<file path="config.mk">
export PLATFORM = sky130hd
export DESIGN_NAME = pll_cfg_writer
export DESIGN_NICKNAME = d
export VERILOG_FILES = /design/src/rtl/pll_cfg_pkg.sv /design/src/rtl/pll_cfg_writer_sclk_tick_gen.sv /design/src/rtl/pll_cfg_writer.sv
export SDC_FILE = /design/constraint.sdc
export NUM_CORES = 1
export LEC_CHECK = 0
export ABC_CLOCK_PERIOD_IN_PS = 2600
export CORE_ASPECT_RATIO = 2
export CORE_MARGIN = 4
export CORE_UTILIZATION = 25
export DETAILED_ROUTE_END_ITERATION = 6
export HOLD_SLACK_MARGIN = 0.08
export SLEW_MARGIN = 20
export SYNTH_ARGS = -nofsm -noshare
export SYNTH_HDL_FRONTEND = slang
export SYNTH_SLANG_ARGS = --single-unit
</file>
<file path="constraint.sdc">
create_clock -name clk -period 2.6 [get_ports clk]
set_input_delay 0.52 -clock clk [delete_from_list [all_inputs] [get_ports clk]]
set_output_delay 0.52 -clock clk [all_outputs]
set_load 0.05 [all_outputs]
</file>
<file path="src/rtl/pll_cfg_pkg.sv">
// Shared constants, state encoding and frame classification for the PLL
// configuration writer.
package pll_cfg_pkg;

    localparam logic [3:0] OPC_WRITE   = 4'b0001;
    localparam int         FRAME_BITS  = 40;
    localparam int         STATUS_BITS = 4;
    localparam int         WORD_BITS   = 32;

    localparam int OPC_MSB  = 39;
    localparam int OPC_LSB  = 36;
    localparam int IDX_MSB  = 35;
    localparam int IDX_LSB  = 32;
    localparam int WORD_MSB = 31;

    typedef enum logic [2:0] {
        ST_IDLE,
        ST_CHECK,
        ST_SHIFT_LO,
        ST_SHIFT_HI,
        ST_LE_SETUP,
        ST_LE_PULSE
    } state_t;

    typedef enum logic [1:0] {
        CLS_WRITE,
        CLS_STATUS,
        CLS_BAD
    } frame_cls_t;

    // hdr is the opcode/index byte, frame bits [39:32].
    function automatic frame_cls_t classify(input logic [7:0] hdr,
                                            input logic [6:0] num,
                                            input int         pll_num);
        if (num == 7'(STATUS_BITS))
            return CLS_STATUS;
        if (num != 7'(FRAME_BITS))
            return CLS_BAD;
        if (hdr[7:4] != OPC_WRITE)
            return CLS_BAD;
        if (int'(hdr[3:0]) >= pll_num)
            return CLS_BAD;
        return CLS_WRITE;
    endfunction

endpackage

</file>
<file path="src/rtl/pll_cfg_writer_sclk_tick_gen.sv">
// Half-period timer for the PLL serial clock: one-cycle tick every HALF
// cycles, realigned whenever restart is pulsed.
import pll_cfg_pkg::*;

module sclk_tick_gen #(
    parameter int HALF = 4
) (
    input  logic clk,
    input  logic rst,
    input  logic restart,
    output logic tick
);

    localparam int             CW     = (HALF > 1) ? $clog2(HALF) : 1;
    localparam logic [CW-1:0]  RELOAD = CW'(HALF - 1);

    logic [CW-1:0] cnt;

    always_ff @(posedge clk) begin
        if (!rst)
            cnt <= RELOAD;
        else if (restart || cnt == '0)
            cnt <= RELOAD;
        else
            cnt <= cnt - 1'b1;
    end

    assign tick = (cnt == '0);

endmodule

</file>
<file path="src/rtl/pll_cfg_writer.sv">
// Takes SPI command frames, validates them and writes the 32-bit word to the
// addressed PLL over a shared sclk/sdata bus with a per-PLL latch enable.
//
// state       | meaning
// ------------|-----------------------------------------------------------
// ST_IDLE     | waiting for dready with ack low
// ST_CHECK    | classify captured frame, load shifter or drop
// ST_SHIFT_LO | sclk low, current MSB on sdata
// ST_SHIFT_HI | sclk high, PLL samples sdata
// ST_LE_SETUP | sclk low settle before latch enable
// ST_LE_PULSE | selected pll_le high for LE_CYCLES
import pll_cfg_pkg::*;

module pll_cfg_writer #(
    parameter int CMD_BIT_NUM = 41,
    parameter int PLL_NUM     = 6,
    parameter int SCLK_HALF   = 4,
    parameter int LE_CYCLES   = 4
) (
    input  logic                   clk,
    input  logic                   rst,
    input  logic [CMD_BIT_NUM-1:0] data,
    input  logic [6:0]             data_num,
    input  logic                   dready,
    output logic                   ack,
    output logic                   pll_sclk,
    output logic                   pll_sdata,
    output logic [PLL_NUM-1:0]     pll_le,
    output logic                   busy,
    output logic [7:0]             err_count
);

    localparam int             LCW       = (LE_CYCLES > 1) ? $clog2(LE_CYCLES) : 1;
    localparam logic [LCW-1:0] LE_RELOAD = LCW'(LE_CYCLES - 1);

    state_t                  state;
    logic [FRAME_BITS-1:0]   frame_q;
    logic [6:0]              num_q;
    logic [3:0]              idx_q;
    logic [WORD_BITS-1:0]    shreg;
    logic [5:0]              bit_cnt;
    logic [LCW-1:0]          le_cnt;
    logic                    tick;
    logic                    tick_restart;
    frame_cls_t              cls;
    logic [PLL_NUM-1:0]      le_sel;

    // Bits above the 40-bit frame carry nothing for this block.
    if (CMD_BIT_NUM > FRAME_BITS) begin : g_unused_hi
        logic unused_hi;
        assign unused_hi = ^data[CMD_BIT_NUM-1:FRAME_BITS];
    end

    assign cls = classify(frame_q[OPC_MSB:IDX_LSB], num_q, PLL_NUM);

    // Realign the half-period timer on every bus-phase entry so each phase
    // lasts exactly SCLK_HALF cycles regardless of the free-running phase.
    assign tick_restart = (state == ST_CHECK) ||
                          (tick && (state == ST_SHIFT_LO ||
                                    state == ST_SHIFT_HI ||
                                    state == ST_LE_SETUP));

    always_comb begin
        le_sel = '0;
        for (int i = 0; i < PLL_NUM; i++)
            le_sel[i] = (idx_q == 4'(i));
    end

    sclk_tick_gen #(
        .HALF (SCLK_HALF)
    ) u_tick (
        .clk     (clk),
        .rst     (rst),
        .restart (tick_restart),
        .tick    (tick)
    );

    always_ff @(posedge clk) begin
        if (!rst) begin
            state     <= ST_IDLE;
            frame_q   <= '0;
            num_q     <= '0;
            idx_q     <= '0;
            shreg     <= '0;
            bit_cnt   <= '0;
            le_cnt    <= '0;
            ack       <= 1'b0;
            pll_sclk  <= 1'b0;
            pll_sdata <= 1'b0;
            pll_le    <= '0;
            busy      <= 1'b0;
            err_count <= '0;
        end else begin
            // ack handshake runs alongside the FSM; IDLE only re-arms once
            // dready has been seen low.
            if (!dready)
                ack <= 1'b0;

            case (state)
                ST_IDLE: begin
                    if (dready && !ack) begin
                        frame_q <= data[FRAME_BITS-1:0];
                        num_q   <= data_num;
                        ack     <= 1'b1;
                        busy    <= 1'b1;
                        state   <= ST_CHECK;
                    end
                end

                ST_CHECK: begin
                    bit_cnt <= '0;
                    if (cls == CLS_WRITE) begin
                        shreg     <= frame_q[WORD_MSB:0];
                        idx_q     <= frame_q[IDX_MSB:IDX_LSB];
                        pll_sdata <= frame_q[WORD_MSB];
                        pll_sclk  <= 1'b0;
                        state     <= ST_SHIFT_LO;
                    end else begin
                        if (cls == CLS_BAD && err_count != 8'hFF)
                            err_count <= err_count + 8'd1;
                        busy  <= 1'b0;
                        state <= ST_IDLE;
                    end
                end

                ST_SHIFT_LO: begin
                    if (tick) begin
                        pll_sclk <= 1'b1;
                        state    <= ST_SHIFT_HI;
                    end
                end

                ST_SHIFT_HI: begin
                    if (tick) begin
                        pll_sclk <= 1'b0;
                        shreg    <= shreg << 1;
                        bit_cnt  <= bit_cnt + 6'd1;
                        if (bit_cnt == 6'(WORD_BITS - 1)) begin
                            pll_sdata <= 1'b0;
                            state     <= ST_LE_SETUP;
                        end else begin
                            pll_sdata <= shreg[WORD_MSB-1];
                            state     <= ST_SHIFT_LO;
                        end
                    end
                end

                ST_LE_SETUP: begin
                    if (tick) begin
                        pll_le <= le_sel;
                        le_cnt <= LE_RELOAD;
                        state  <= ST_LE_PULSE;
                    end
                end

                ST_LE_PULSE: begin
                    if (le_cnt == '0) begin
                        pll_le  <= '0;
                        busy    <= 1'b0;
                        bit_cnt <= '0;
                        state   <= ST_IDLE;
                    end else begin
                        le_cnt <= le_cnt - 1'b1;
                    end
                end

                default: state <= ST_IDLE;
            endcase
        end
    end

endmodule

</file>
# --- Word level (Yosys, flattened, before mapping) ---
# Cells that the tools add are included.
totals:
  inputBits: 51
  out_inout_bits: 18
  reg_bits: 113
op_classes:
  muxes: 52
  n_lt_le_gt_ge: 1
  eq_ne: 24
  reduce_logical: 29
  n_bitwise: 2
  addsub: 4
ops:
  columns: ["cell", "count"]
  rows:
  - ["$mux W31", 2]
  - ["$pmux W31 S2", 1]
  - ["$mux W1", 22]
  - ["$mux W2", 11]
  - ["$mux W3", 6]
  - ["$mux W6", 3]
  - ["$pmux W3 S6", 1]
  - ["$pmux W6 S3", 1]
  - ["$reduce_and A3 Y1", 5]
  - ["$ne A2 B2 Y1 const B", 7]
  - ["$pmux W6 S2", 1]
  - ["$reduce_bool A3 Y1", 3]
  - ["$add A8 B1 Y8 const B", 1]
  - ["$eq A4 B2 Y1 const B", 2]
  - ["$eq A4 B3 Y1 const B", 2]
  - ["$ne A8 B8 Y1 const B", 1]
  - ["$reduce_and A4 Y1", 2]
  - ["$eq A7 B3 Y1 const B", 1]
  - ["$ne A7 B6 Y1 const B", 1]
  - ["$add A6 B1 Y6 const B", 1]
  - ["$eq A3 B2 Y1 const B", 2]
  - ["$eq A3 B3 Y1 const B", 2]
  - ["$eq A6 B5 Y1 const B", 1]
  - ["$logic_not A2 Y1", 3]
  - ["other kinds (20)", 30]

# --- Longest topological paths before layout ---
# Gate-level depths: netlist (run 1).
logic_depth:
  word_depth: 15
  mapped_depth: 8

# --- Cells and area by module ---
# Synthesis (run 1) repeated with hierarchy kept, for this count alone.
unflattened:
  hier_cells: 541
  hier_area_um2: 4618.2
modules_own_cells:
  columns: ["mod", "cells_per_inst", "seq_area_each_um2", "instances", "area_per_inst_um2"]
  rows:
  - ["pll_cfg_writer", 534, 2222.1, 1, 4535.6]
  - ["sclk_tick_gen", 7, 40.0, 1, 82.6]

# --- Least setup slack after synthesis (run 1) ---
# OpenSTA, ideal clock, no wires.
synth_timing:
  path_kind: "flip-flop to flip-flop"
  from: "register err_count[0]"
  to: "register err_count[6]"
  path_buffers: 1
  path_stages_with_launch: 8
  path_slack_ns: 0.605
  t_arrival_ns: 1.880
  period_less_slack_ns: 1.995
  setup_ns: 0.115
  cell_sequence: "dfxtp_1 -> ha_1 -> nand2_1 -> o311a_1 -> nand3_1 -> buf_2 -> nor4_1 -> o21a_1"
synth_between:
  elab_chain_len: 3
  elab_cells_between_ends: 4
  classes_between: "add/sub (1); eq/ne (1); reduce/logical (2)"
synth_rtl:
  columns: ["element", "line_no", "source"]
  rows:
  - ["from (decl)", "pll_cfg_writer.sv:30", "output logic [7:0] err_count"]
  - ["from (signal assigned)", "pll_cfg_writer.sv:120", "err_count <= err_count + 8'd1;"]
  - ["branches (longest 3 deep; another with $add A8 B1 Y8)", null, null]
# Several ways; the timed one is not identified.
# A chain may end at the register's enable or synchronous reset.

# --- Worst setup path after layout (run 1) ---
layout_timing:
  from: "register err_count[3]"
  to: "output err_count[3]"
# No word-level cell between the ends.

==> impl_metrics.json, run 1 <==
{
  "cp.required_ns": 2.08,
  "die_area_um2": 21800,
  "synthesis.instances": 544,
  "outcome": "finished clean",
  "vdd_drop_max_mv": 0.363,
  "post_cts_resized": 0,
  "synth_common_cells": "113 x dfxtp_1, 113 x nand2_1, 62 x a21oi_1",
  "grt_max_degree": 62,
  "crit_type": "flop to output pin",
  "relSlewSlack": 0.591,
  "ys_seq_elements": 113,
  "clk_path_buf_depth": 2,
  "rsz0062_at_grt": "no",
  "end_kind": "output pin",
  "yosysWarnings": 0,
  "portBuffers": 67,
  "track_usage": 0.113,
  "cts_setup_buffers": 0,
  "cp_max_fo": 7,
  "synth_cell_types": 49,
  "via_per_inst": 4.48,
  "p_leak_nw": 2.17,
  "finalSetupViolCount": 0,
  "worstSkewPairLatency_ns": 0.41,
  "drt-wirelength-per-cell_um": 13.6,
  "seq_area_frac_synth": 0.468,
  "dp_hpwl_mm": 8.27,
  "grt.overflow.total": 0,
  "postRouteAntennaNets": 0,
  "numCtsBuffers": 17,
  "wirelength_mm": 11.8,
  "period_share": 0.854,
  "slew_viol_final": 0,
  "firstDrtPassIters": 6,
  "synthFlopType": "dfxtp_1",
  "die_height_um": 205,
  "fmax_ghz": 0.450,
  "rows": 71,
  "grt_pass1_wl_mm": 19.4,
  "synth_area_um2": 4840,
  "period_needed_ns": 2.22,
  "cts-root-buf": "clkbuf_16",
  "cp.arrival_ns": 1.70,
  "cts_num_sinks": 113,
  "nFillCells": 1960,
  "cp_top_family": "buffers and inverters",
  "antenna_found_initial": 0,
  "cp_slowest_cell": "clkdlybuf4s50_1",
  "core-area_um2": 18900,
  "place.gp.congestion": 0.763,
  "cts.clk_slew.worst_paths_ns": 0.05,
  "avgSynthCellArea_um2": 8.89,
  "initial_core_util": 0.256,
  "hold_violations": 0,
  "synth_fp_nets": 599,
  "diodes": 0,
  "critPathBufInv": 1,
  "htreeDepth": 4,
  "worst_pin_slew_ns": 0.607,
  "postSynth.asyncResetShare": 0,
  "fin_skew_ns": 0.00785,
  "drc": 0,
  "ios": 69,
  "p_total_mw": 4.76,
  "layout-drive-gt1-share": 0.136,
  "synth_edf_count": 0,
  "area_growth_pct": 32.3,
  "cts_hold_buf": 0,
  "cts_tree": "built",
  "vias": 3906,
  "cpPeakStageDelay_ns": 0.85,
  "drt_iter0_markers": 130,
  "yosysTopAreaCellShare": 0.468,
  "die_w_um": 106,
  "pwr_density_cell_nw_per_um2": 743,
  "synth.area.top_cells": "dfxtp_1 47%, nand2_1 8.8%, a211oi_2 7.2%",
  "setup-tns-final_ns": 0,
  "nNetsFinal": 660,
  "synth_top_area_cell": "dfxtp_1",
  "maxCapViolations": 0,
  "holdCritPathClass": "flop to flop",
  "grt_pass1_vias": 4022,
  "start_kind": "flop",
  "path_cells": "clkdlybuf4s50_1"
}
worst paths after layout:
kind | start | to | slack (ns) | cells after the start
setup / recovery | err_count[3]$_SDFFE_PN0P_ | err_count[3] | 0.38 | 1
hold / removal | u_tick.cnt[0]$_SDFF_PP1_ | u_tick.cnt[0]$_SDFF_PP1_ | 0.38 | 1
setup reg to reg | state[1]$_SDFFE_PN0P_ | shreg[1]$_SDFFE_PN0P_ | 0.64 | 6
hold reg to reg | u_tick.cnt[0]$_SDFF_PP1_ | u_tick.cnt[0]$_SDFF_PP1_ | 0.38 | 1
per-stage QoR:
step	utilization	hold slack [ns]	setup slack (ns)	std cells	area [um^2]
6_report	0.338	0.378	0.379	871	6400
2_1_floorplan	-	0.358	0.605	544	4840
3_3_place_gp	0.305	0.365	0.536	841	5770
3_5_place_dp	0.305	0.371	0.513	841	5770
4_1_cts	0.338	0.384	0.371	871	6400
5_1_grt	0.338	0.406	0.341	871	6400
per-layer routing:
metal	part of all wire	track usage
met1	0.39	0.113
met2	0.56	0.214
met3	0.029	0.0300
met4	0.024	0.0547
met5	0	0
sequential cells by signal, indices dropped and copies added, names as in the netlist:
signal,count
frame_q,40
shreg,31
err_count,8
num_q,7
bit_cnt,6
pll_le,6
idx_q,4
state,3
le_cnt,2
u_tick.cnt,2
ack,1
busy,1
pll_sclk,1
pll_sdata,1
final cells by class:
cell class / instances / area, um^2 / share of cell area
clock buffer: 21 / 480 / 0.0750
clock inverter: 9 / 155 / 0.0242
inverter: 9 / 35.0 / 0.00547
multi-input combinational: 385 / 2350 / 0.367
sequential: 113 / 2260 / 0.353
tap: 255 / 319 / 0.0498
timing repair buffer: 79 / 798 / 0.125
cells in the final DEF, fill, tap and decap left out, types with 8 or more instances in the layout:
| master | count |
|---|---|
| a21oi_1 | 62 |
| nand2_1 | 113 |
| inv_1 | 8 |
| o21ai_0 | 10 |
| a211oi_2 | 28 |
| nor2_1 | 55 |
| nand3_1 | 10 |
| dfxtp_1 | 113 |
| buf_4 | 9 |
| clkbuf_16 | 17 |
| clkdlybuf4s50_1 | 67 |
| mux2i_1 | 32 |
power breakdown:
group / internal [mW] / total (mW) / switching [mW]
clock: 1.69 / 2.49 / 0.794
combinational: 0.181 / 0.425 / 0.244
sequential: 1.80 / 1.85 / 0.0433
cell families after synthesis:
logic type,after synthesis,share of synthesized area
compound gates,127,0.196
xor+xnor,5,0.00905
fa+ha+maj,4,0.0103
buf+inv,46,0.0486
flops,113,0.468
mux,32,0.0662
simple gates,217,0.202
No activity file was read; power rests on OpenSTA's default activity.
==> run 2: changes to the inputs <==
- ABC_CLOCK_PERIOD_IN_PS: 2600 -> 2400
- RECOVER_POWER: not set -> 100
- clock period: 2.6 -> 2.4 ns (I/O delays scaled with it)
==> run 2 against run 1 <==
Via count down 0.46%. Hold slack improved by 0.0043 ns. Global-route usage rose by 0.22 points. Routed wire length rose by 1.2%. Die area stayed put.
==> impl_metrics.json, run 2 (synthesized netlist as in run 1, its figures left out) <==
{
  "firstDrtPassIters": 4,
  "via_per_inst": 4.45,
  "initial_core_util": 0.256,
  "reg2reg_depth": 6,
  "multi_input_area_um2": 2250,
  "relSlewSlack": 0.384,
  "cp.required_ns": 1.92,
  "drc": 0,
  "hold_violations": 0,
  "cpPeakStageDelay_ns": 0.91,
  "pwr_density_cell_nw_per_um2": 842,
  "period_needed_ns": 2.22,
  "fin_skew_ns": 0.00685,
  "regToRegEndpoint": "err_count[7]$_SDFFE_PN0P_",
  "vias": 3888,
  "grt_pass1_vias": 3961,
  "layout_common_cells": "113 x nand2_1, 113 x dfxtp_1, 62 x a21oi_1",
  "grt.overflow.total": 0,
  "regArea_um2": 2260,
  "layout-drive-gt1-share": 0.102,
  "wirelength_mm": 12.0,
  "outcome": "finished clean",
  "numCtsBuffers": 17,
  "clock_power_share": 0.541,
  "path_cells": "dlygate4sd3_1",
  "largest_reg_flops": 40,
  "slew_viol_final": 0,
  "maxCapViolations": 0,
  "vdd_drop_max_mv": 0.330,
  "holdCritPathClass": "flop to flop",
  "nFillCells": 1965,
  "final_util": 0.336,
  "portBuffers": 67,
  "rsz0062_at_grt": "no",
  "clk_path_buf_depth": 2,
  "drt_iter0_markers": 94,
  "antenna_found_initial": 0,
  "cp.depth": 1,
  "rows": 71,
  "endpoint": "err_count[3]",
  "cts_hold_buf": 0,
  "crit_type": "flop to output pin",
  "start_kind": "flop",
  "setup-tns-final_ns": 0,
  "cp.arrival_ns": 1.74,
  "cp_slowest_cell": "dlygate4sd3_1",
  "cts_setup_buffers": 0,
  "post_cts_resized": 0,
  "reg_top3": "frame_q x40, shreg x31, err_count x8",
  "worst_pin_slew_ns": 0.919,
  "postRouteAntennaNets": 0,
  "cts-root-buf": "clkbuf_16",
  "cts_tree": "built",
  "core-area_um2": 18900,
  "die_w_um": 106,
  "holdWs_ns": 0.382,
  "die_area_um2": 21800,
  "critPathBufInv": 1,
  "worstSkewPairLatency_ns": 0.41,
  "p_sw_frac": 0.220,
  "combPwrFrac": 0.084,
  "fmax_ghz": 0.449,
  "finalSetupViolCount": 0,
  "finalNonFillerCells": 873,
  "end_kind": "output pin",
  "diodes": 0,
  "ios": 69,
  "switching_power_mw": 1.17,
  "cts.clk_slew.worst_paths_ns": 0.06,
  "period_share": 0.927,
  "r2r-start": "err_count[0]$_SDFFE_PN0P_",
  "place.gp.congestion": 0.785,
  "grt_max_degree": 49,
  "crit_start": "err_count[3]$_SDFFE_PN0P_",
  "r2r_slack_ns": 0.35,
  "grt_pass1_wl_mm": 19.6,
  "nNetsFinal": 660,
  "seqPwrFrac": 0.374,
  "htreeDepth": 4,
  "die_height_um": 205,
  "top_register": "frame_q",
  "drt-wirelength-per-cell_um": 13.7,
  "dp_hpwl_mm": 8.20,
  "placedCellCount": 841,
  "cp_max_fo": 7,
  "cts_num_sinks": 113,
  "track_usage": 0.116,
  "internal_power_mw": 4.17,
  "cp_top_family": "buffers and inverters",
  "p_leak_nw": 2.23,
  "area_growth_pct": 31.2
}
run 2: cell count changes in the layout (fill, tap and decap cells not counted), sizes merged:
cell           delta
clkinv            -1
bufinv            +2
dlygate4sd3      +19
clkbuf            +3
buf               -2
clkdlybuf4s50    -19
run 2: layout make-up:
cell class              instances  area share
clock buffers                  22      0.0747
clock inverters                10      0.0321
inverters                       9     0.00552
multi-input cells             385       0.355
flip-flops and latches        113       0.356
well taps                     255      0.0503
repair buffers                 79       0.126
run 2: stage by stage:
stage	setup slack, ns	total power, mW	cell area, um^2
CTS	0.206	5.44	6470
floorplan	0.405	2.31	4840
global placement	0.375	2.50	5790
global route	0.0838	5.56	6350
detailed placement	0.345	2.51	5790
finish	0.175	5.34	6350
run 2: how the worst min path moves through the flow:
stage                                   startpoint                       end  cells after the start  slack [ns]
after floorplan           u_tick.cnt[0]$_SDFF_PP1_  u_tick.cnt[0]$_SDFF_PP1_                      1        0.36
after global placement    u_tick.cnt[0]$_SDFF_PP1_  u_tick.cnt[0]$_SDFF_PP1_                      1        0.37
after detailed placement  u_tick.cnt[0]$_SDFF_PP1_  u_tick.cnt[0]$_SDFF_PP1_                      1        0.37
after CTS                 u_tick.cnt[0]$_SDFF_PP1_  u_tick.cnt[0]$_SDFF_PP1_                      1        0.38
after global routing      u_tick.cnt[0]$_SDFF_PP1_  u_tick.cnt[0]$_SDFF_PP1_                      1        0.41
final                     u_tick.cnt[0]$_SDFF_PP1_  u_tick.cnt[0]$_SDFF_PP1_                      1        0.38
run 2: power groups by stage:
stage                     clock network [mW]  registers [mW]  logic (mW)
after floorplan                            0            2.05       0.262
after global placement                     0            2.04       0.465
after detailed placement                   0            2.04       0.471
after CTS                               2.97            2.00       0.473
after global routing                    3.04            2.01       0.503
final                                   2.89            2.00       0.451
run 2: per-layer routing:
layer	global-route usage	vias up	routed length (um)
li1	-	2008	-
met1	0.121	1807	4890
met2	0.211	60	6490
met3	0.0278	13	309
met4	0.0588	0	277
met5	0	-	0
==> run 3: changes to the inputs <==
- GPL_TIMING_DRIVEN: not set -> 0
==> run 3 against run 2 <==
Combinational power grew 2%. Register-to-register slack lost 0.07 ns. Via count grew 4.6%. Core utilization shrank 0.54 points. First-iteration DRC count grew 41%. Critical endpoint unchanged. Highest routed layer unchanged.
==> impl_metrics.json, run 3 (synthesized netlist as in run 1, its figures left out) <==
{
  "p_total_mw": 4.88,
  "ios": 69,
  "combPwrFrac": 0.094,
  "finalSetupViolCount": 0,
  "worstSkewPairLatency_ns": 0.41,
  "reg_top3": "frame_q x40, shreg x31, err_count x8",
  "holdCritPathClass": "flop to flop",
  "setup-tns-final_ns": 0,
  "top_register": "frame_q",
  "drc": 0,
  "layout-drive-gt1-share": 0.0933,
  "largest_reg_flops": 40,
  "via_per_inst": 4.53,
  "holdWs_ns": 0.386,
  "hold_violations": 0,
  "die_height_um": 205,
  "cp_max_fo": 7,
  "start_kind": "flop",
  "end_kind": "output pin",
  "antenna_found_initial": 0,
  "cts-root-buf": "clkbuf_16",
  "vdd_drop_max_mv": 0.444,
  "die_area_um2": 21800,
  "period_needed_ns": 2.22,
  "p_sw_frac": 0.244,
  "area_growth_pct": 29.1,
  "cts_hold_buf": 0,
  "clock_power_share": 0.496,
  "placedCellCount": 866,
  "cts_tree": "built",
  "cts_setup_buffers": 0,
  "place.gp.congestion": 0.803,
  "fmax_ghz": 0.450,
  "dp_hpwl_mm": 9.73,
  "maxCapViolations": 0,
  "relSlewSlack": 0.570,
  "rows": 71,
  "finalNonFillerCells": 898,
  "clk_path_buf_depth": 2,
  "design_area_um2": 6250,
  "grt_pass1_vias": 4294,
  "grt_pass1_wl_mm": 20.8,
  "vias": 4065,
  "grt_max_degree": 17,
  "seqPwrFrac": 0.410,
  "slew_viol_final": 0,
  "crit_type": "flop to output pin",
  "period_share": 0.925,
  "rsz0062_at_grt": "no",
  "switching_power_mw": 1.19,
  "cp_slowest_cell": "dlygate4sd3_1",
  "dpl_cell_area_um2": 5830,
  "fin_skew_ns": 0.0103,
  "grt.overflow.total": 0,
  "outcome": "finished clean",
  "layout_common_cells": "113 x nand2_1, 113 x dfxtp_1, 62 x a21oi_1",
  "cts_num_sinks": 113,
  "path_cells": "dlygate4sd3_1",
  "cp_top_family": "buffers and inverters",
  "drt-wirelength-per-cell_um": 14.6,
  "post_cts_resized": 0,
  "worst_pin_slew_ns": 0.638,
  "pwr_density_cell_nw_per_um2": 781,
  "firstDrtPassIters": 4,
  "cpPeakStageDelay_ns": 0.91,
  "track_usage": 0.123,
  "cp.arrival_ns": 1.74,
  "cts.clk_slew.worst_paths_ns": 0.06,
  "wirelength_mm": 13.1,
  "internal_power_mw": 3.69,
  "cp.required_ns": 1.92,
  "critPathBufInv": 1,
  "p_leak_nw": 2.20,
  "core-area_um2": 18900,
  "portBuffers": 67,
  "postRouteAntennaNets": 0,
  "diodes": 0,
  "drt_iter0_markers": 133,
  "initial_core_util": 0.256,
  "htreeDepth": 4,
  "nNetsFinal": 685,
  "die_w_um": 106,
  "numCtsBuffers": 17
}
==> run 3: cell count changes in the layout (fill, tap and decap cells not counted), moves of 2 or more <==
cell,previous run,this run
a211oi_1,23,27
a211oi_2,8,4
buf_12,4,0
buf_2,1,8
buf_4,5,3
buf_6,0,2
bufinv_16,6,2
clkbuf_1,3,23
clkbuf_2,1,5
clkbuf_8,3,1
clkinvlp_4,0,3
==> run 3: through the flow <==
| step | setup WS, ns | utilization |
|---|---|---|
| finish | 0.179 | 0.330 |
| global route | 0.0874 | 0.330 |
| CTS | 0.206 | 0.338 |
| detailed placement | 0.144 | 0.308 |
| global placement | 0.138 | 0.308 |
| floorplan | 0.405 | - |
==> run 3: worst reg2reg max path, delay by kind of cell, from the launching register on <==
family	cells	cell delay, ns
AO/OA/AOI/OAI	2	0.70
AND/OR/NAND/NOR	3	0.51
buffers and inverters	2	0.50
flip-flops	1	0.31
==> run 3: path summary, 6_finish.rpt <==
path,start,endpoint,slack [ns],depth (start not counted)
hold / removal,u_tick.cnt[0]$_SDFF_PP1_,u_tick.cnt[0]$_SDFF_PP1_,0.39,1
setup / recovery,err_count[3]$_SDFFE_PN0P_,err_count[3],0.18,1
setup reg to reg,state[1]$_SDFFE_PN0P_,shreg[27]$_SDFFE_PN0P_,0.28,7
hold reg to reg,u_tick.cnt[0]$_SDFF_PP1_,u_tick.cnt[0]$_SDFF_PP1_,0.39,1
==> run 3: area by class of cell <==
class / instances / area [um^2]
Clock inverter: 10 / 111
Multi-Input combinational cell: 385 / 2210
Timing Repair Buffer: 67 / 671
Inverter: 9 / 33.8
Buffer: 37 / 181
Tap cell: 255 / 319
Sequential cell: 113 / 2260
Clock buffer: 22 / 454
Fill cell: 1997 / 12700
==> run 3: power by group through the flow <==
stage | logic, mW | registers (mW) | clock network [mW]
floorplan | 0.262 | 2.05 | 0
global placement | 0.472 | 2.04 | 0
detailed placement | 0.477 | 2.04 | 0
CTS | 0.480 | 2.00 | 2.47
global route | 0.509 | 2.01 | 2.54
finish | 0.458 | 2.00 | 2.42
==> run 3: layer usage <==
metal / part of all wire / track usage
met1: 0.38 / 0.120
met2: 0.56 / 0.239
met3: 0.031 / 0.0240
met4: 0.030 / 0.0635
met5: 0 / 0
